<file path="config.mk">
export PLATFORM = sky130hd
export DESIGN_NAME = pwr_seq_nrail
export DESIGN_NICKNAME = d
export VERILOG_FILES = /design/src/rtl/pwr_seq_nrail.sv
export SDC_FILE = /design/constraint.sdc
export NUM_CORES = 1
export LEC_CHECK = 0
export CORE_UTILIZATION = 53
export CTS_CLUSTER_SIZE = 12
export DETAILED_ROUTE_END_ITERATION = 8
export MAX_ROUTING_LAYER = met4
export PLACE_DENSITY = 0.81
export SETUP_SLACK_MARGIN = 0.1
export SLEW_MARGIN = 20
export SYNTH_ARGS = -nofsm -noshare
export SYNTH_HDL_FRONTEND = slang
export SYNTH_SLANG_ARGS = --single-unit
</file>
<file path="constraint.sdc">
create_clock -name iClk -period 4.1 [get_ports iClk]
set_clock_uncertainty 0.05 [all_clocks]
set_input_delay 1.23 -clock iClk [delete_from_list [all_inputs] [get_ports iClk]]
set_output_delay 1.23 -clock iClk [all_outputs]
set_load 0.02 [all_outputs]
</file>
<file path="src/rtl/pwr_seq_nrail.sv">
// Parametrised N-rail power sequencer.
// Rails come up in ascending index order and go down in descending order.
// Each rail waits a per-rail delay, then toggles its enable and waits for a
// power-good handshake. PG timeouts, PG dropouts and emergency shutdowns latch
// a fault and drop every enable at once.
module pwr_seq_nrail #(
  parameter int NUM_RAILS = 4,
  parameter int DLY_W     = 16,
  parameter int TICK_DIV  = 2000,
  parameter int PG_TMO    = 100
) (
  input  logic                       iClk,
  input  logic                       iRst,
  input  logic                       iAux_Good,
  input  logic                       iPwr_Req,
  input  logic                       iShutdown_N,
  input  logic                       iLatch_Clear,
  input  logic [NUM_RAILS*DLY_W-1:0] iRail_Dly,
  input  logic [NUM_RAILS-1:0]       iRail_PG,
  output logic [NUM_RAILS-1:0]       oRail_EN,
  output logic                       oPwr_Done,
  output logic                       oFault,
  output logic [1:0]                 oFault_Type,
  output logic [2:0]                 oFault_Rail,
  output logic [3:0]                 oFSM_State
);

  localparam int IDX_W = (NUM_RAILS > 1) ? $clog2(NUM_RAILS) : 1;
  localparam int PRE_W = (TICK_DIV > 1) ? $clog2(TICK_DIV) : 1;
  localparam int TMO_W = $clog2(PG_TMO + 1);
  // The tick counter has to reach both the longest delay and the PG timeout.
  localparam int CNT_W = (DLY_W > TMO_W) ? DLY_W : TMO_W;

  typedef enum logic [3:0] {
    IDLE    = 4'd0,
    ON_DLY  = 4'd1,
    ON_PG   = 4'd2,
    RUN     = 4'd3,
    OFF_DLY = 4'd4,
    OFF_PG  = 4'd5,
    FAULT   = 4'd6
  } state_t;

  typedef enum logic [1:0] {
    FT_NONE  = 2'b00,
    FT_TMO   = 2'b01,
    FT_DROP  = 2'b10,
    FT_EMERG = 2'b11
  } fault_t;

  state_t               state, state_next;
  logic [IDX_W-1:0]     k, k_next;
  logic [NUM_RAILS-1:0] rail_en, en_next;
  logic                 pwr_done;
  logic                 fault, fault_next;
  fault_t               fault_type, type_next;
  logic [2:0]           fault_rail, rail_next;
  logic [PRE_W-1:0]     presc;
  logic [CNT_W-1:0]     tick_cnt;
  logic [DLY_W-1:0]     dly_q;

  logic [DLY_W-1:0]     dly_arr [NUM_RAILS];
  logic                 tick;
  logic [CNT_W:0]       cnt_inc;
  logic                 dly_done;
  logic                 tmo_done;
  logic                 pg_k;
  logic                 emerg;
  logic [NUM_RAILS-1:0] drop_mask;
  logic [2:0]           drop_idx;
  logic                 any_en;
  logic [IDX_W-1:0]     hi_idx;
  logic                 raise;
  fault_t               raise_type;
  logic [2:0]           raise_rail;

  // Unpack the flat delay bus and derive tick, delay and timeout conditions.
  always_comb begin
    for (int i = 0; i < NUM_RAILS; i++) begin
      dly_arr[i] = iRail_Dly[i*DLY_W +: DLY_W];
    end
    tick     = (presc == PRE_W'(TICK_DIV - 1));
    cnt_inc  = {1'b0, tick_cnt} + (CNT_W+1)'(1);
    // A zero delay still costs one cycle in the delay state.
    dly_done = (dly_q == '0) || (tick && (cnt_inc == (CNT_W+1)'(dly_q)));
    tmo_done = tick && (cnt_inc == (CNT_W+1)'(PG_TMO));
    pg_k     = iRail_PG[k];
    emerg    = !iShutdown_N || !iAux_Good;
  end

  // Find the lowest dropped-out rail and the highest currently enabled rail.
  always_comb begin
    drop_mask = rail_en & ~iRail_PG;
    if (state == ON_PG) drop_mask[k] = 1'b0;
    drop_idx = 3'd0;
    for (int j = NUM_RAILS - 1; j >= 0; j--) begin
      if (drop_mask[j]) drop_idx = 3'(j);
    end
    any_en = |rail_en;
    hi_idx = '0;
    for (int j = 0; j < NUM_RAILS; j++) begin
      if (rail_en[j]) hi_idx = IDX_W'(j);
    end
  end

  // Next-state, rail-enable and fault-latch logic.
  always_comb begin
    // NOTE: every variable gets a default first so no path leaves one unassigned (no latches).
    state_next = state;
    k_next     = k;
    en_next    = rail_en;
    fault_next = fault;
    type_next  = fault_type;
    rail_next  = fault_rail;
    raise      = 1'b0;
    raise_type = FT_NONE;
    raise_rail = 3'd0;

    case (state)
      IDLE: begin
        if (iAux_Good && iPwr_Req && iShutdown_N) begin
          k_next     = '0;
          state_next = ON_DLY;
        end
      end

      FAULT: begin
        if (iLatch_Clear && iShutdown_N) begin
          fault_next = 1'b0;
          type_next  = FT_NONE;
          rail_next  = 3'd0;
          state_next = IDLE;
        end
      end

      default: begin
        if (emerg) begin
          raise      = 1'b1;
          raise_type = FT_EMERG;
        end else if ((state inside {ON_DLY, ON_PG, RUN}) && (|drop_mask)) begin
          raise      = 1'b1;
          raise_type = FT_DROP;
          raise_rail = drop_idx;
        end else begin
          case (state)
            ON_DLY, ON_PG: begin
              if (!iPwr_Req) begin
                // Abort: unwind from the highest rail already enabled.
                if (any_en) begin
                  k_next     = hi_idx;
                  state_next = OFF_DLY;
                end else begin
                  state_next = IDLE;
                end
              end else if (state == ON_DLY) begin
                if (dly_done) begin
                  en_next[k] = 1'b1;
                  state_next = ON_PG;
                end
              end else if (pg_k) begin
                if (k == IDX_W'(NUM_RAILS - 1)) begin
                  state_next = RUN;
                end else begin
                  k_next     = k + IDX_W'(1);
                  state_next = ON_DLY;
                end
              end else if (tmo_done) begin
                raise      = 1'b1;
                raise_type = FT_TMO;
                raise_rail = 3'(k);
              end
            end
            RUN: begin
              if (!iPwr_Req) begin
                k_next     = IDX_W'(NUM_RAILS - 1);
                state_next = OFF_DLY;
              end
            end
            OFF_DLY: begin
              if (dly_done) begin
                en_next[k] = 1'b0;
                state_next = OFF_PG;
              end
            end
            OFF_PG: begin
              if (!pg_k) begin
                if (k == '0) begin
                  state_next = IDLE;
                end else begin
                  k_next     = k - IDX_W'(1);
                  state_next = OFF_DLY;
                end
              end else if (tmo_done) begin
                raise      = 1'b1;
                raise_type = FT_TMO;
                raise_rail = 3'(k);
              end
            end
            default: begin
              en_next    = '0;
              state_next = IDLE;
            end
          endcase
        end
      end
    endcase

    if (raise) begin
      en_next    = '0;
      fault_next = 1'b1;
      type_next  = raise_type;
      rail_next  = raise_rail;
      state_next = FAULT;
    end
  end

  // State, enables, fault latch, prescaler and delay counter.
  always_ff @(posedge iClk) begin
    if (iRst) begin
      state      <= IDLE;
      k          <= '0;
      rail_en    <= '0;
      pwr_done   <= 1'b0;
      fault      <= 1'b0;
      fault_type <= FT_NONE;
      fault_rail <= 3'd0;
      presc      <= '0;
      tick_cnt   <= '0;
      dly_q      <= '0;
    end else begin
      // NOTE: non-blocking assignments so every register samples pre-edge values.
      state      <= state_next;
      k          <= k_next;
      rail_en    <= en_next;
      pwr_done   <= (state_next == RUN);
      fault      <= fault_next;
      fault_type <= type_next;
      fault_rail <= rail_next;
      if (state_next != state) begin
        presc    <= '0;
        tick_cnt <= '0;
      end else if (tick) begin
        presc    <= '0;
        tick_cnt <= tick_cnt + CNT_W'(1);
      end else begin
        presc    <= presc + PRE_W'(1);
      end
      // Delay is captured on entry, so a live change only affects later rails.
      if ((state_next inside {ON_DLY, OFF_DLY}) && (state_next != state)) begin
        dly_q <= dly_arr[k_next];
      end
    end
  end

  assign oRail_EN    = rail_en;
  assign oPwr_Done   = pwr_done;
  assign oFault      = fault;
  assign oFault_Type = fault_type;
  assign oFault_Rail = fault_rail;
  assign oFSM_State  = state;

endmodule

</file>
[After elaboration in Yosys (flattened, before gate mapping)]
Cells that the tools add are included.
Operators by class
  $lt $le $gt $ge: 3
  equality and inequality tests: 18
  reduce and logical (&&, ||, !) cells: 29
  mux-type cells: 86
  shifts and indexed selects: 0
  add/subtract/negate cells: 5
  multiply operators: 0
  bitwise gates (word level): 11
  div/mod/pow operators: 0
Operators with widths (count)
  4-bit two-way mux: 17
  2-bit two-way mux: 26
  3-bit two-way mux: 12
  16-bit binary-select mux with 2-bit select: 1
  16-bit two-way mux: 2
  1-bit two-way mux: 18
  16-bit by 1-bit adder with 17-bit output (second input constant): 1
  17-bit by 16-bit equality test with 1-bit output: 1
  17-bit by 7-bit equality test with 1-bit output (second input constant): 1
  16-bit by 1-bit adder with 16-bit output (second input constant): 1
  4-bit by 3-bit equality test with 1-bit output (second input constant): 4
  16-bit logical NOT: 1
  4-bit case mux with 4 select lines: 1
  4-bit AND: 3
  4-bit by 2-bit equality test with 1-bit output (second input constant): 3
  4-bit case mux with 3 select lines: 1
  11-bit by 1-bit adder with 11-bit output (second input constant): 1
  11-bit equality test (second input constant): 1
  2-bit OR reduction: 5
  4-bit by 1-bit equality test with 1-bit output (second input constant): 2
  1-bit logical AND: 8
  2-bit != test (second input constant): 4
  4-bit inverter: 2
  2-bit case mux with 2 select lines: 2
  other kinds (26): 34
Word-level totals
  logic and storage cells: 162
  bits of input ports: 74
  bits in read-only memories: 0
  register bits after elaboration: 60
  latch bits: 0
  memories: 0
  bits in writable memories: 0

[Logic depth before layout (Yosys ltp)]
Gate-level depths: netlist (run 1).
  depth after elaboration: 16
  mapped depth: 15
  mapped depth without buffers: 11

[Worst setup path before layout (run 1)]
Ideal clock, no wire load.
  path kind: input to register
  start: in iRail_PG[3]
  end: reg dly_q[15]
  stages on the path: 12
  data arrival time: 3.596 ns
  buffers on the path: 2
  slack: 0.383 ns
  path through: mux4_2 mux2i_1 o2111ai_1 a2111oi_4 o21ai_2 and3_1 buf_6 mux2i_4 a2bb2oi_2 buf_2 nand3_1 a21oi_1
On the way
  cells in the longest elaborated chain, start to end: 13
  elaborated cells between the ends (all ways): 42
  those cells by class: 3 x eq/ne; 31 x mux; 4 x bitwise; 4 x reduce/logical
RTL lines
  start: declaration: RTL line 19  | input logic [NUM_RAILS-1:0] iRail_PG,
  1-bit binary-select mux with 2-bit select / 4-bit inverter (equally long branches): RTL line 87, 93
  1-bit two-way mux (not written as such) / 4-bit AND (equally long branches): RTL line 87, 93
  4-bit two-way mux, or another cell as far along: RTL line 160  | end else if (pg_k) begin
  4-bit two-way mux, or another cell as far along: RTL line 155  | end else if (state == ON_DLY) begin
  4-bit two-way mux, or another cell as far along: RTL line 147  | if (!iPwr_Req) begin
  4-bit case mux with 4 select lines, or another cell as far along: RTL line 145  | case (state)
  4-bit two-way mux, or another cell as far along: RTL line 140  | end else if ((state inside {ON_DLY, ON_PG, RUN}) && (|drop_mask)) begin
  4-bit two-way mux, or another cell as far along: RTL line 137  | if (emerg) begin
  4-bit case mux with 2 select lines, or another cell as far along: RTL line 119  | case (state)
  4-bit two-way mux / 2-bit inverter with 3-bit output (equally long branches): RTL line 208, 250
  4-bit by 1-bit equality test with 1-bit output, or another cell as far along: RTL line 249  | if ((state_next inside {ON_DLY, OFF_DLY}) && (state_next != state)) begin
  2-bit nonzero test / 16-bit two-way mux (equally long branches): RTL line 249, 250
  1-bit logical AND / 16-bit two-way mux (equally long branches): RTL line 249, 250
  end signal: assignment: RTL line 250  | dly_q <= dly_arr[k_next];
  end: declaration: RTL line 60  | logic [DLY_W-1:0] dly_q;
Parallel ways exist; a longest one is shown, timed or not. The select of a mux whose other input is x is not followed.
A chain may end at the register's enable or synchronous reset.

[Worst setup path in the final report (run 1)]
  start: in iRail_PG[0]
  end: reg dly_q[6]
The elaborated chain is that of the path after synthesis.

==> run summary, run 1 <==
The hold-critical path endpoint is oFault. The total clock buffers created by CTS came out at 9. The min-delay analysis places its worst path in the category reg2reg. Summing the areas of all xor and xnor instances in the mapped netlist gives 8.21% of the synthesized area. The arrival time at the worst endpoint is 4.20 ns.

The endpoint identified for the worst register-to-register timing path is dly_q[1]. The count of final hold-check violations is 0. For this design the static power due to leakage is 2.20 nW.

The number of buffers inserted by port buffering is 87. Across all setup checks in the final design, the least slack found is 0.0938 ns. The count of final max-slew check failures is 0. The proportion of netlist area held by the largest area contributor is 25.3%.

The post-synthesis register bit count came out at 59. The number of antenna-violating nets in the routed design came out at 0. Cell internal power was estimated by the tool at 0.00116 W. The reported net switching power is 0.000513 W.

For the worst setup path, the data required time is 4.30 ns. The classification of the worst setup path is in2reg. The share of total power in sequential cells came out at 37.6%. The final critical-path required period came out at 4.01 ns. For this run, design rule violations remaining after detail routing come to 0. The number of levels in the clock H-tree is 3. Along the worst hold path, the cell count comes to 2. After Yosys synthesis, and, or, nand and nor cells account for 27.1% of the synthesized area. In the synthesized netlist the dominant register cell turns out to be sky130_fd_sc_hd__dfxtp_1. sky130_fd_sc_hd__dfxtp_1 takes more of the synthesized area than any other cell. The aggregate global-route resource usage came out at 31.6%. Wires add up to 14400 um. TritonCTS built the clock tree. The clock latency at the later pin of the worst-skew pair came out at 0.36 ns. The total area inside the core boundary comes to 8380 um^2. The count of max-cap constraint violations is 0.

The multi-input combinational cells in the finished layout cover a total of 3300 um^2. The post-route worst hold slack came out at 0.411 ns. By area, the combinational part of the netlist is dominated by simple AND/OR/NAND/NOR gates. At the placement stage, the worst setup path has a slack of -0.332 ns. The switching fraction of total power came out at 30.6%. The actual slew at the worst max-slew pin came out at 0.724 ns. In this run the tightest slew margin relative to its limit is 51.1%. The worst setup path is captured at a register. Measured in cells, the most critical reg-to-reg path has a length of 15. The share of total power dissipated in combinational logic is 25.6%.

The share of flip-flops with an asynchronous set or reset after synthesis came out at 0%. The startpoint identified for the worst hold timing path is oFault. The number of failing setup endpoints in the final timing report came out at 0. The final route contains 4961 vias. Summing the areas of all compound-gate instances in the mapped netlist gives 20.2% of the synthesized area. Setup repair after global routing could not meet its margin everywhere. The most numerous cell type found on the critical path is sky130_fd_sc_hd__buf_4. Detailed placement ended at an HPWL of 10300 um. The share of the core filled with cells is 73.7%. The run finished with clean final reports. The initial utilization of the core area, before any placement, comes to 55.8%. The clock network burns 36.8% of the power. After the first detailed-routing iteration, the DRC count stood at 444.

Clock-pin slew was measured on the worst setup and hold paths at 0.08 ns. The fill cell instance count of the final layout is 631. The number of clock sinks came out at 59. Across the VDD grid, the largest voltage drop is 0.153 mV.

The layout overhead on the synthesized area is 32.1%. Averaged over all synthesized cells, the footprint is 8.12 um^2. The initial antenna violation count is 0. The buffer depth of the longest clock path is 2. In this run the cell area of the synthesized design comes to 4680 um^2. By area the synthesized netlist is led by sky130_fd_sc_hd__dfxtp_1, sky130_fd_sc_hd__mux2i_1, sky130_fd_sc_hd__nor2_1. The maximum achievable frequency is 250 MHz. The number of antenna cells inserted is 0.

The via count of the first global-routing pass is 4603. The kind of start point of the critical path is a primary input. Routability-driven placement finished with a final weighted congestion of 0.922. The number of enable flip-flop cells after synthesis came out at 0. The wire length of the first global-routing pass came out at 21700 um. The total I/O pin count came out at 89.

In this run the worst path has a maximum fanout of 5. Walking the worst path, the cells encountered are clkdlybuf4s50_1 -> buf_4 -> nor2b_1 -> o221a_1 -> o221ai_4 -> nand3_2 -> buf_4 -> o21ai_2 -> nand2_1 -> a21oi_2 -> buf_4 -> a21bo_2 -> buf_4 -> o21ai_1 -> a21oi_1. Entering global routing, the biggest net connects 21 pins.

The number of nets in the finished design came out at 756. The worst register-to-register path begins at tick_cnt[1]. The largest individual stage delay along the critical path comes from the cell sky130_fd_sc_hd__clkdlybuf4s50_1. For this run, the number of Yosys warnings is 0. After detailed routing, the average wire length per cell comes to 18.3 um. The register-to-register path setup slack is 0.31 ns.

The length of the first detailed-routing pass in iterations is 6. Adding up every negative setup slack in the final design gives 0 ns. The row count is 33. Registers take 1180 um^2. The arithmetic-cell share of the synthesized area counting full adders, half adders and majority gates is 0.535%.

The count of hold-fix buffers inserted at cts came out at 0. The area enclosed by the die boundary came out at 9200 um^2. The portion of the post-synthesis area used by sequential elements came out at 25.3%. The die is 95.9 um wide.

The multiplexer share of the synthesized area is 12.1%. The post-route cell area came out at 6180 um^2. Summing all placed instances gives a cell area of 5810 um^2. The cell at the root of the clock tree is sky130_fd_sc_hd__clkbuf_8. The die is 95.9 um tall. The power density of the placed cells came out at 271 nW/um^2. The fraction of final layout cells with drive strength greater than 1 came out at 14.9%. The remaining global-route overflow is 0. The post-detailed-route via-to-cell ratio is 6.28.

The cell count after synthesis came out at 576. The count of cell types in the netlist is 84. The maximum single-stage delay on the critical path came out at 0.49 ns. The final critical path takes up 97.7% of the cycle.
-- critical path, delay by kind of cell --
family                 cells  cell delay (ns)
AOI/OAI and AO/OA          7             1.45
buffers and inverters      5             1.13
and+or+nand+nor            3             0.37
-- area by class of cell --
class,instances,share of cell area [%]
clock inverters,7,1.62
flip-flops and latches,59,19.1
repair buffers,137,21.3
clock buffers,9,2.00
inverters,8,0.486
multi-input cells,465,53.4
well taps,105,2.13
-- synth_stat cells (all sizes together), types with 4 or more instances --
master and count:
mux2i 52, a21oi 32, o2bb2ai 4, a32oi 5, nor3 17, nor2b 12
and3 9, or3 4, xnor2 24, xor2 19, nand3 39, nand4 10
clkbuf 13, nand2 35, a31oi 4, nor4 12, and2 10, dfxtp 59
inv 8, o21ai 34, nand3b 4, buf 33, nand2b 6, nor2 54
and4 6, a211oi 5
-- kinds of logic after synthesis --
family	after synthesis
compound gates	132
xor+xnor	43
fa+ha+maj	2
buf+inv	54
flops	59
mux	54
other cells	1
simple gates	231
-- state kept, by name, indices dropped and copies added (netlist names) --
name and cells:
tick_cnt 16, oPwr_Done 1, oFault_Rail 2, oFault 1, oRail_EN 4, oFault_Type 2, oFSM_State 4, k 2
presc 11, dly_q 16
-- per-stage QoR --
| stage | total power (W) | cells |
|---|---|---|
| after floorplan | 0.000850 | 577 |
| after global placement | 0.00101 | 767 |
| after detailed placement | 0.00102 | 767 |
| after CTS | 0.00164 | 784 |
| after global routing | 0.00173 | 790 |
| final | 0.00167 | 790 |
-- how the worst max path moves through the flow --
| stage | from | end | slack, ns | cells after the start |
|---|---|---|---|---|
| floorplan | iRail_PG[3] | dly_q[15] | 0.38 | 12 |
| detailed placement | iRail_PG[0] | dly_q[4] | -0.33 | 14 |
| global placement | iRail_PG[0] | dly_q[4] | -0.23 | 14 |
| finish | iRail_PG[0] | dly_q[6] | 0.09 | 15 |
| CTS | iRail_PG[3] | dly_q[2] | 0.11 | 14 |
| global route | iRail_PG[2] | tick_cnt[2] | -0.05 | 14 |
-- placed cells by master, fill, tap and decap left out, types with 4 or more instances in the layout --
| master | count |
|---|---|
| sky130_fd_sc_hd__clkdlybuf4s50_1 | 86 |
| sky130_fd_sc_hd__dfxtp_1 | 59 |
| sky130_fd_sc_hd__nor2_1 | 54 |
| sky130_fd_sc_hd__mux2i_1 | 51 |
| sky130_fd_sc_hd__buf_4 | 44 |
| sky130_fd_sc_hd__nand3_1 | 38 |
| sky130_fd_sc_hd__nand2_1 | 35 |
| sky130_fd_sc_hd__a21oi_1 | 28 |
| sky130_fd_sc_hd__xnor2_1 | 23 |
| sky130_fd_sc_hd__xor2_1 | 18 |
| sky130_fd_sc_hd__o21ai_0 | 17 |
| sky130_fd_sc_hd__nor3_1 | 16 |
| sky130_fd_sc_hd__o21ai_1 | 14 |
| sky130_fd_sc_hd__nor2b_1 | 10 |
| sky130_fd_sc_hd__nor4_1 | 10 |
| sky130_fd_sc_hd__and2_1 | 9 |
| sky130_fd_sc_hd__clkbuf_8 | 9 |
| sky130_fd_sc_hd__and3_1 | 8 |
| sky130_fd_sc_hd__nand4_1 | 8 |
| sky130_fd_sc_hd__inv_1 | 8 |
| sky130_fd_sc_hd__nand2b_1 | 6 |
| sky130_fd_sc_hd__and4_1 | 6 |
| sky130_fd_sc_hd__a211oi_1 | 5 |
| sky130_fd_sc_hd__buf_12 | 5 |
| sky130_fd_sc_hd__a32oi_1 | 4 |
| sky130_fd_sc_hd__a31oi_1 | 4 |
| sky130_fd_sc_hd__nand3b_1 | 4 |
| sky130_fd_sc_hd__or3_1 | 4 |
| sky130_fd_sc_hd__a21oi_2 | 4 |
-- power groups by stage --
| stage | Combinational (W) | Clock (W) | Sequential, W |
|---|---|---|---|
| 2_1_floorplan | 0.000218 | 0 | 0.000632 |
| 3_3_place_gp | 0.000369 | 0 | 0.000639 |
| 3_5_place_dp | 0.000380 | 0 | 0.000639 |
| 4_1_cts | 0.000390 | 0.000619 | 0.000626 |
| 5_1_grt | 0.000452 | 0.000643 | 0.000631 |
| 6_report | 0.000428 | 0.000616 | 0.000629 |
-- repair_timing --
item,in CTS,in global routing
pin swaps,1,5
endpoints found under the setup margin,16,40
buffers inserted,1,5
resized for setup,0,19
cloned,0,1
-- per-layer routing --
| metal | GRT usage [%] | part of all wire [%] | up-vias | wire length (um) |
|---|---|---|---|---|
| li1 | - | - | 2328 | - |
| met1 | 38.6 | 41 | 2284 | 5950 |
| met2 | 51.4 | 47 | 284 | 6800 |
| met3 | 4.27 | 7.5 | 65 | 1090 |
| met4 | 15.4 | 4.1 | 0 | 587 |
| met5 | - | 0 | - | 0 |
Power figures use the tool's default switching activity.
==> inputs of run 2 (changes only) <==
--- a/config.mk
+++ b/config.mk
@@ -11,6 +11,7 @@
 export MAX_ROUTING_LAYER = met4
 export PLACE_DENSITY = 0.81
 export SETUP_SLACK_MARGIN = 0.1
+export SKIP_CTS_REPAIR_TIMING = 1
 export SLEW_MARGIN = 20
 export SYNTH_ARGS = -nofsm -noshare
 export SYNTH_HDL_FRONTEND = slang
==> constraint.sdc (replaced) <==
create_clock -name iClk -period 4.1 [get_ports iClk]
set_clock_uncertainty 0.05 [all_clocks]
set_input_delay 1.23 -clock iClk [delete_from_list [all_inputs] [get_ports iClk]]
set_output_delay 1.23 -clock iClk [all_outputs]
set_load 0.05 [all_outputs]
==> run summary, run 2 (same netlist as run 1, synthesis figures left out) <==
Cells with a size suffix above 1 make up 15.9% of the layout. For this run the aggregate overflow at the end of global routing stands at 0. The pre-CTS worst setup slack came out at -0.332 ns. The die is 95.9 um tall. Of all nets on the critical path, the largest fanout is 8. STA classifies the critical path endpoint as a register. The register-to-register path setup slack is 0.23 ns. The library cell used most frequently in the layout, excluding fill and tap cells, is sky130_fd_sc_hd__clkdlybuf4s50_1. The library cells used most frequently in the layout, excluding fill and tap cells, are sky130_fd_sc_hd__clkdlybuf4s50_1, sky130_fd_sc_hd__dfxtp_1, sky130_fd_sc_hd__nor2_1. The DRC marker count from the first detailed-route iteration came out at 536. The worst register-to-register path ends at dly_q[0].

The critical path ends at dly_q[0]. The met2 layer wire length in the routed design came out at 7070 um. The flow ran to the end, and the final reports show no timing, DRC or antenna violations. The number of antenna-violating nets in the routed design is 0. The number of clock sinks came out at 59. The startpoint identified for the worst register-to-register timing path is tick_cnt[1]. The count of final hold-check violations came out at 0. The detailed-route DRC error count came out at 0.

The HPWL after detailed placement came out at 10300 um. Across the VDD grid, the largest voltage drop is 0.163 mV. The path class of the tightest hold or removal check is reg2reg. The number of nets in the finished design came out at 758. Routed signal wires occupy layers up through met4.

The number of failing setup endpoints in the final timing report came out at 0. The data required time at the worst endpoint came out at 4.34 ns. The clock latency at the later pin of the worst-skew pair came out at 0.36 ns. The worst reg-to-reg path cell count came out at 15. The met1 layer wirelength in the final routing came out at 6060 um. The setup path with the least slack is of type in2reg.

The clock transition at the registers of the reported paths is 0.08 ns. The leakage power summed over all cells came out at 2.23 nW. The total clock buffers created by CTS came out at 9. For this design the ratio of total power to cell area is 272 nW/um^2. The area enclosed by the die boundary came out at 9200 um^2. The actual slew at the worst max-slew pin came out at 0.719 ns. The floorplan core area is 8380 um^2. The pin count of the biggest net entering global routing came out at 21. Compared with the post-synthesis result, the final layout area differs by 33.5%.

Setup repair after global routing could not meet its margin everywhere. The least setup slack across all paths after layout came out at 0.126 ns. The count of max-cap constraint violations came out at 0. The wire length per cell after detailed routing came out at 18.5 um. The total detailed-routing wirelength came out at 14700 um. The final clock period utilization by the worst path came out at 96.9%.

Before antenna repair, the detailed router went through 7 iterations. The initial standard-cell utilization of the core came out at 55.8%. The via count is 4980. Based on the critical path, the design can be clocked at up to 252 MHz.

The largest registers in the layout are dly_q: 16 flops, tick_cnt: 16 flops, presc: 11 flops. The clock period could shrink to 3.97 ns. The kind of start point of the critical path is a primary input. The number of antenna cells inserted is 0. The weighted congestion reported at the end of routability-driven placement came out at 0.922. The clock tree synthesis step divided the H-tree into 3 levels. The headroom to the max-slew limit is 52.0%.

Global routing consumed, over all layers together, 31.5% of the routing resources. The number of buffers inserted by port buffering is 87. The total I/O pin count is 89. Clock tree synthesis selected as its root buffer the cell sky130_fd_sc_hd__clkbuf_8. The buffer depth of the longest clock path is 2.

The post-layout total power is 0.00170 W. The die outline width came out at 95.9 um. Counting the fill cells in the layout gives 629. The start point of the critical path is iRail_PG[2]. TritonCTS built the clock tree. The count of final max-slew check failures came out at 0. The via count of the first global-routing pass came out at 4558. The initialized floorplan defines 33 standard-cell rows.

The arrival time at the worst endpoint is 4.22 ns. The routed wire length on met3 came out at 1050 um. The initial antenna violation count came to 0. The wire length of the first global-routing pass came out at 21600 um. The post-detailed-route via-to-cell ratio came out at 6.29.
run 2: area by class of cell:
type | count | area (um^2) | area share, %
Clock buffer | 9 | 124 | 1.98
Clock inverter | 7 | 100 | 1.60
Multi-Input combinational cell | 465 | 3320 | 53.2
Inverter | 8 | 30.0 | 0.481
Sequential cell | 59 | 1180 | 18.9
Timing Repair Buffer | 139 | 1350 | 21.7
Tap cell | 105 | 131 | 2.10
run 2: per-layer routing:
metal / vias up / GRT usage (%)
li1: 2329 / -
met1: 2321 / 38.9
met2: 281 / 51.1
met3: 49 / 3.79
met4: 0 / 14.7
met5: - / -
run 2: critical path, cell delays in order:
cell	delay [ns]
sky130_fd_sc_hd__clkdlybuf4s50_1	0.53
sky130_fd_sc_hd__nor2b_2	0.07
sky130_fd_sc_hd__o221a_2	0.24
sky130_fd_sc_hd__o221ai_1	0.17
sky130_fd_sc_hd__buf_4	0.17
sky130_fd_sc_hd__nand3_2	0.11
sky130_fd_sc_hd__o31a_1	0.33
sky130_fd_sc_hd__a41o_1	0.22
sky130_fd_sc_hd__a21o_4	0.21
sky130_fd_sc_hd__buf_6	0.14
sky130_fd_sc_hd__buf_4	0.15
sky130_fd_sc_hd__a21boi_4	0.23
sky130_fd_sc_hd__clkbuf_16	0.19
sky130_fd_sc_hd__nand3_1	0.08
sky130_fd_sc_hd__a21oi_1	0.14
run 2: report_power, final:
| group | switching, W | internal [W] |
|---|---|---|
| Clock | 0.000267 | 0.000346 |
| Sequential | 0.0000347 | 0.000595 |
| Combinational | 0.000229 | 0.000227 |
run 2: worst min path at each step:
stage | from | end | slack [ns] | cells past startpoint
after floorplan | presc[0] | presc[0] | 0.39 | 1
after global placement | oFault | oFault | 0.40 | 2
after detailed placement | oFault | oFault | 0.41 | 2
after CTS | oFault | oFault | 0.41 | 2
after global routing | oFault | oFault | 0.46 | 2
final | oFault | oFault | 0.43 | 2
run 2: metrics by stage:
stage | util [%] | std cells | hold WS [ns] | TNS, ns | instance area (um^2)
6_report | 74.5 | 792 | 0.428 | 0 | 6240
4_1_cts | 72.0 | 783 | 0.413 | 0 | 6030
5_1_grt | 74.5 | 792 | 0.461 | 0 | 6240
2_1_floorplan | - | 577 | 0.395 | 0 | 4680
3_3_place_gp | 69.3 | 767 | 0.397 | -4.65 | 5810
3_5_place_dp | 69.3 | 767 | 0.411 | -8.04 | 5810
==> inputs of run 3 (changes only) <==
--- a/config.mk
+++ b/config.mk
@@ -6,6 +6,7 @@
 export NUM_CORES = 1
 export LEC_CHECK = 0
 export CORE_UTILIZATION = 53
+export CTS_CLUSTER_DIAMETER = 30
 export CTS_CLUSTER_SIZE = 12
 export DETAILED_ROUTE_END_ITERATION = 8
 export MAX_ROUTING_LAYER = met4
==> results of run 3 <==
The final DEF is identical to that of run 2; final timing and power are the same.
